**src/rtl/spi32_target.sv**
```systemverilog
// SPI mode 0 target: oversamples SCLK/CS_N/SDI in the clk domain, receives MSB-first
// 32-bit words on SDI and shifts a preloaded 32-bit response word out on SDO.
module spi32_target #(
    parameter int SYNC_STAGES = 2
) (
    input  logic        clk,
    input  logic        reset,
    input  logic        sclk_in,
    input  logic        cs_n_in,
    input  logic        sdi,
    output logic        sdo,
    input  logic [31:0] tx_din,
    input  logic        tx_load,
    output logic        tx_ready,
    output logic [31:0] rx_dout,
    output logic        rx_valid,
    output logic        busy,
    output logic        underrun,
    output logic        frame_err
);

    typedef enum logic [0:0] {IDLE, SHIFT} state_t;

    state_t state, state_nxt;

    logic [SYNC_STAGES-1:0] sclk_meta, cs_meta, sdi_meta;
    logic sclk_s, sclk_d, cs_s, cs_d, sdi_s;
    logic sclk_rise, sclk_fall, cs_fall, cs_rise;

    logic [31:0] rx_shift, tx_shift, hold;
    logic        hold_full;
    logic [4:0]  bit_cnt;
    logic        wrapped;

    logic start_frame, end_frame, do_sample, do_shift, do_reload;
    logic reload_evt, consume, load_accept;

    // CS chain resets high so the idle-high pin never looks like a falling edge.
    always_ff @(posedge clk or posedge reset) begin
        if (reset) begin
            sclk_meta <= '0;
            cs_meta   <= '1;
            sdi_meta  <= '0;
            sclk_d    <= 1'b0;
            cs_d      <= 1'b1;
        end else begin
            sclk_meta <= {sclk_meta[SYNC_STAGES-2:0], sclk_in};
            cs_meta   <= {cs_meta[SYNC_STAGES-2:0], cs_n_in};
            sdi_meta  <= {sdi_meta[SYNC_STAGES-2:0], sdi};
            sclk_d    <= sclk_s;
            cs_d      <= cs_s;
        end
    end

    assign sclk_s    = sclk_meta[SYNC_STAGES-1];
    assign cs_s      = cs_meta[SYNC_STAGES-1];
    assign sdi_s     = sdi_meta[SYNC_STAGES-1];
    assign sclk_rise = sclk_s & ~sclk_d;
    assign sclk_fall = ~sclk_s & sclk_d;
    assign cs_fall   = ~cs_s & cs_d;
    assign cs_rise   = cs_s & ~cs_d;

    always_ff @(posedge clk or posedge reset) begin
        if (reset) state <= IDLE;
        else       state <= state_nxt;
    end

    // CS rising takes priority over any SCLK edge seen in the same cycle.
    always_comb begin
        state_nxt   = state;
        start_frame = 1'b0;
        end_frame   = 1'b0;
        do_sample   = 1'b0;
        do_shift    = 1'b0;
        do_reload   = 1'b0;
        case (state)
            IDLE: begin
                if (cs_fall) begin
                    state_nxt   = SHIFT;
                    start_frame = 1'b1;
                end
            end
            SHIFT: begin
                if (cs_rise) begin
                    state_nxt = IDLE;
                    end_frame = 1'b1;
                end else begin
                    do_sample = sclk_rise;
                    if (sclk_fall) begin
                        if (bit_cnt != 5'd0) do_shift  = 1'b1;
                        else if (wrapped)    do_reload = 1'b1;
                    end
                end
            end
            default: state_nxt = IDLE;
        endcase
    end

    // Holding register handshake: a word is accepted when tx_load is high and
    // tx_ready is high, or when the same cycle's reload empties the register.
    assign reload_evt  = start_frame | do_reload;
    assign consume     = reload_evt & hold_full;
    assign load_accept = tx_load & (~hold_full | consume);

    always_ff @(posedge clk or posedge reset) begin
        if (reset) begin
            rx_shift  <= '0;
            tx_shift  <= '0;
            hold      <= '0;
            hold_full <= 1'b0;
            bit_cnt   <= '0;
            wrapped   <= 1'b0;
            rx_dout   <= '0;
            rx_valid  <= 1'b0;
            underrun  <= 1'b0;
            frame_err <= 1'b0;
        end else begin
            rx_valid  <= 1'b0;
            underrun  <= 1'b0;
            frame_err <= 1'b0;

            if (load_accept) hold <= tx_din;
            if (load_accept)  hold_full <= 1'b1;
            else if (consume) hold_full <= 1'b0;

            if (reload_evt) begin
                tx_shift <= hold_full ? hold : 32'd0;
                underrun <= ~hold_full;
            end else if (do_shift) begin
                tx_shift <= {tx_shift[30:0], 1'b0};
            end

            if (start_frame) begin
                bit_cnt  <= '0;
                wrapped  <= 1'b0;
                rx_shift <= '0;
            end

            if (do_sample) begin
                rx_shift <= {rx_shift[30:0], sdi_s};
                bit_cnt  <= bit_cnt + 5'd1;
                if (bit_cnt == 5'd31) begin
                    rx_dout  <= {rx_shift[30:0], sdi_s};
                    rx_valid <= 1'b1;
                    wrapped  <= 1'b1;
                end
            end

            if (end_frame) begin
                frame_err <= (bit_cnt != 5'd0);
                bit_cnt   <= '0;
            end
        end
    end

    // busy mirrors the FSM state directly.
    assign busy     = (state == SHIFT);
    assign sdo      = (state == SHIFT) & tx_shift[31];
    assign tx_ready = ~hold_full;

endmodule

```
**config.mk**
```make
export PLATFORM = sky130hd
export DESIGN_NAME = spi32_target
export DESIGN_NICKNAME = d
export VERILOG_FILES = /design/src/rtl/spi32_target.sv
export SDC_FILE = /design/constraint.sdc
export NUM_CORES = 1
export LEC_CHECK = 0
export ABC_AREA = 1
export ABC_CLOCK_PERIOD_IN_PS = 4600
export CORE_ASPECT_RATIO = 1.2
export CORE_MARGIN = 2
export CORE_UTILIZATION = 50
export CTS_CLUSTER_DIAMETER = 40
export CTS_CLUSTER_SIZE = 28
export DETAILED_ROUTE_END_ITERATION = 16
export GPL_TIMING_DRIVEN = 0
export PLACE_DENSITY = 0.76
export RECOVER_POWER = 100
export SLEW_MARGIN = 20
export SYNTH_ARGS = -nofsm -noshare
export SYNTH_HDL_FRONTEND = slang
export SYNTH_SLANG_ARGS = --single-unit
```
**constraint.sdc**
```tcl
create_clock -name clk -period 4.6 [get_ports clk]
set_input_delay 0.92 -clock clk [delete_from_list [all_inputs] [get_ports clk]]
set_output_delay 0.92 -clock clk [all_outputs]
set_load 0.03 [all_outputs]
```
==> flow_results.xml <==
<?xml version="1.0" encoding="UTF-8"?>
<metrics>
  <group name="pwr">
    <metric name="intPower" unit="mW">2.65</metric>
    <metric name="power.switching" unit="mW">1.15</metric>
    <metric name="cellPowerDensity" unit="nW/um^2">492</metric>
    <metric name="power.switching_fraction" unit="%">30.2</metric>
    <metric name="sequentialPowerShare" unit="%">44.9</metric>
    <metric name="leakagePower" unit="nW">4.13</metric>
    <metric name="pwr-share-clk" unit="%">35.3</metric>
    <metric name="irDropWorstVdd" unit="uV">237</metric>
    <metric name="comb_power_share" unit="%">19.9</metric>
  </group>
  <group name="global_route">
    <metric name="grt_overflow" unit="">0</metric>
    <metric name="grt_max_degree" unit="">38</metric>
    <metric name="grt_usage" unit="%">20.5</metric>
    <metric name="grt_first_pass_wirelength" unit="microns">22100</metric>
    <metric name="antenna_found_initial" unit="">0</metric>
    <metric name="first_global_vias" unit="">5067</metric>
  </group>
  <group name="synthesis">
    <metric name="synth_simple_gate_area_share" unit="%">26.0</metric>
    <metric name="avgSynthCellArea" unit="sq um">8.53</metric>
    <metric name="synth_sequential_area_ratio" unit="%">58.9</metric>
    <metric name="yosysUniqueCellTypes" unit="">22</metric>
    <metric name="compound_gate_portion_of_the_synthesized_area" unit="%">6.18</metric>
    <metric name="postSynthRegisterBits" unit="">146</metric>
    <metric name="synth.mux.area_fraction" unit="%">0</metric>
    <metric name="yosysWarnings" unit="">0</metric>
    <metric name="mappedNetlistArea" unit="sq um">6210</metric>
    <metric name="synth_top_family_by_area" unit="">simple AND/OR/NAND/NOR gates</metric>
    <metric name="synth_adder_area_share" unit="%">0.604</metric>
    <metric name="syn_inst" unit="">728</metric>
    <metric name="synth.net_count" unit="">769</metric>
    <metric name="synth_xor_xnor_area_share" unit="%">0.141</metric>
  </group>
  <group name="sta">
    <metric name="grt_setup_unrepaired" unit="">no</metric>
    <metric name="final.setup_skew" unit="ps">7.39</metric>
    <metric name="period_needed" unit="ps">3080</metric>
    <metric name="worst_hold_slack" unit="ps">349</metric>
    <metric name="final_critical_path_share_of_the_clock_period" unit="%">66.9</metric>
    <metric name="timing.slew.headroom" unit="%">-5.61</metric>
    <metric name="final-max-slew-violation-count" unit="">30</metric>
    <metric name="hold_viol" unit="">0</metric>
    <metric name="setup_failing_eps_final" unit="">0</metric>
    <metric name="tightestPinTransition" unit="ps">1580</metric>
    <metric name="max_freq" unit="GHz">0.325</metric>
    <metric name="totalNegativeSetupSlack" unit="ps">0</metric>
  </group>
  <group name="place">
    <metric name="port_bufs" unit="">74</metric>
    <metric name="place_hpwl" unit="microns">9080</metric>
    <metric name="instance_area_at_placement" unit="sq um">7240</metric>
    <metric name="globalplace.congestion" unit="">0.806</metric>
  </group>
  <group name="critical_path">
    <metric name="rr_worst_depth" unit="">12</metric>
    <metric name="r2r_setup_slack" unit="ps">2300</metric>
    <metric name="critical_path_sink_type" unit="">asynchronous set/reset pin</metric>
    <metric name="crit_path_start_kind" unit="">input pin</metric>
    <metric name="timing.critical_path.arrival" unit="ps">3310</metric>
    <metric name="criticalPathCategory" unit="">input pin to asynchronous set/reset pin</metric>
    <metric name="worst_ep_required_time" unit="ps">4830</metric>
    <metric name="crit_fanout" unit="">29</metric>
  </group>
  <group name="status">
    <metric name="status" unit="">finished, violations left</metric>
    <metric name="failing_checks" unit="">capacitance limit, slew limit</metric>
  </group>
  <group name="final_layout">
    <metric name="final_layout_size_suffix_gt1_share" unit="%">5.62</metric>
    <metric name="syn2layout_area_growth" unit="%">24.2</metric>
    <metric name="multi_input_comb_area" unit="sq um">2010</metric>
    <metric name="sequential_cell_area" unit="sq um">3660</metric>
    <metric name="diodes" unit="">0</metric>
    <metric name="layout.filler_cells" unit="">993</metric>
    <metric name="design_area" unit="sq um">7710</metric>
    <metric name="final_net_count" unit="">866</metric>
  </group>
  <group name="floorplanning">
    <metric name="floorplan.initialDensity" unit="%">51.3</metric>
    <metric name="rows" unit="">44</metric>
    <metric name="pin_count" unit="">76</metric>
    <metric name="fp.dieW" unit="microns">106</metric>
    <metric name="fp.dieH" unit="microns">126</metric>
    <metric name="dieArea" unit="sq um">13300</metric>
    <metric name="core_area" unit="sq um">12100</metric>
  </group>
  <group name="clock_network">
    <metric name="cts_buffer_depth" unit="">2</metric>
    <metric name="cts.reportedPaths.clkPinSlew" unit="ps">60</metric>
    <metric name="htree_num_levels" unit="">4</metric>
    <metric name="tritoncts" unit="">built</metric>
    <metric name="cts_sinks" unit="">146</metric>
    <metric name="cts_hold_repair.buffers" unit="">0</metric>
    <metric name="postCtsSetupRepairBufs" unit="">0</metric>
    <metric name="worstSkewPairLatency" unit="ps">410</metric>
    <metric name="tritoncts_buffer_count" unit="">17</metric>
    <metric name="cts.repair.resized" unit="">0</metric>
    <metric name="cts_root_buffer" unit="">sky130_fd_sc_hd__clkbuf_16</metric>
  </group>
  <group name="run">
    <metric name="maxCapViolations" unit="">1</metric>
  </group>
  <group name="route">
    <metric name="final_routed_drc_violation_total" unit="">0</metric>
    <metric name="detail_route.wirelength" unit="microns">12800</metric>
    <metric name="detailedRoute.firstIterationViolations" unit="">296</metric>
    <metric name="routed-via-count" unit="">5028</metric>
    <metric name="via_to_cell_ratio" unit="">5.04</metric>
    <metric name="firstDrtPassIters" unit="">5</metric>
    <metric name="final_antenna_net_count" unit="">0</metric>
    <metric name="detail_route.wl_per_cell" unit="microns">12.8</metric>
  </group>
  <group name="min_path">
    <metric name="timing.hold.worst.class" unit="">register to register</metric>
    <metric name="worstHoldPathCells" unit="">0</metric>
  </group>
</metrics>
## placed cells by master (no fill, tap or decap), types with 11 or more instances in the layout
cell type / n
sky130_fd_sc_hd__clkbuf_1: 36
sky130_fd_sc_hd__o21ai_0: 37
sky130_fd_sc_hd__clkbuf_16: 17
sky130_fd_sc_hd__o22ai_1: 31
sky130_fd_sc_hd__inv_1: 77
sky130_fd_sc_hd__nand3_1: 99
sky130_fd_sc_hd__nand2_1: 275
sky130_fd_sc_hd__clkdlybuf4s50_1: 32
sky130_fd_sc_hd__dlygate4sd3_1: 42
sky130_fd_sc_hd__dfrtp_1: 143
sky130_fd_sc_hd__buf_2: 11
## layout make-up
cell class | count | share of cell area (%)
buffer | 45 | 2.42
clock buffer | 20 | 5.79
sequential | 146 | 47.4
timing repair buffer | 78 | 10.2
clock inverter | 11 | 1.67
inverter | 78 | 3.81
tap | 161 | 2.61
multi-input combinational | 459 | 26.1
## flip-flops by register name, indices dropped and copies added, names as in the netlist, 2 cells and up
signal and count:
sdi_meta 2, bit_cnt 5, rx_dout 32, tx_shift 32, cs_meta 2, hold 32
sclk_meta 2, rx_shift 31
## final timing paths
path	start	endpoint
min in group asynchronous	reset	sclk_meta[0]
worst min-delay path	sdi_meta[0]	sdi_meta[1]
worst max-delay path	reset	hold[19]
worst max register to register	bit_cnt[0]	hold[29]
worst min register to register	sdi_meta[0]	sdi_meta[1]
max in group clk	hold_full	tx_ready
## metal layers
layer	up-vias	global-route usage [%]	part of all wire [%]
met5	-	0	0
met4	0	8.44	1.2
met3	12	4.71	3.5
met2	117	36.4	52
met1	2411	23.8	44
li1	2488	-	-
## critical path, cell delays in order
cell,delay [ps]
sky130_fd_sc_hd__dlygate4sd3_1,540
sky130_fd_sc_hd__clkinvlp_2,610
sky130_fd_sc_hd__clkbuf_1,1210
## power by group through the flow
stage / registers [mW] / clock network [mW] / logic (mW)
finish: 1.70 / 1.34 / 0.753
global route: 1.73 / 1.43 / 0.876
CTS: 1.70 / 1.36 / 0.783
detailed placement: 1.71 / 0 / 0.772
global placement: 1.70 / 0 / 0.737
floorplan: 1.68 / 0 / 0.582
## kinds of logic after synthesis
kind of cell    Yosys count
fa+ha+maj                 3
compound gates           69
xor+xnor                  1
buf+inv                 123
simple gates            386
flops                   146
## cells in the mapped netlist
master	count	area, sq um
sky130_fd_sc_hd__nand2_1	269	1010
sky130_fd_sc_hd__buf_4	7	52.6
sky130_fd_sc_hd__and2_1	1	6.26
sky130_fd_sc_hd__buf_1	1	3.75
sky130_fd_sc_hd__nand2_2	4	25.0
sky130_fd_sc_hd__clkbuf_1	19	71.3
sky130_fd_sc_hd__a21oi_1	1	5.00
sky130_fd_sc_hd__dfstp_2	3	78.8
sky130_fd_sc_hd__ha_1	3	37.5
sky130_fd_sc_hd__nor2_2	2	12.5
sky130_fd_sc_hd__nand4_1	1	6.26
sky130_fd_sc_hd__nand2_4	2	22.5
sky130_fd_sc_hd__nand3_1	98	490
sky130_fd_sc_hd__nand3_2	1	10.0
sky130_fd_sc_hd__inv_1	76	285
sky130_fd_sc_hd__nor2_1	8	30.0
sky130_fd_sc_hd__o22ai_1	31	194
sky130_fd_sc_hd__inv_2	2	7.51
sky130_fd_sc_hd__buf_2	18	90.1
sky130_fd_sc_hd__xnor2_1	1	8.76
sky130_fd_sc_hd__dfrtp_1	143	3580
sky130_fd_sc_hd__o21ai_0	37	185
## stage by stage
stage                     cells  utilization [%]  power, mW  worst slack [ps]
after global placement      963             59.1       2.44               714
final                       998             63.7       3.79              1520
after CTS                   998             64.5       3.84              1710
after global routing        998             63.7       4.03              1100
after detailed placement    967             59.8       2.49              2160
after floorplan             728                -       2.26              1850
Power figures use the tool's default switching activity.
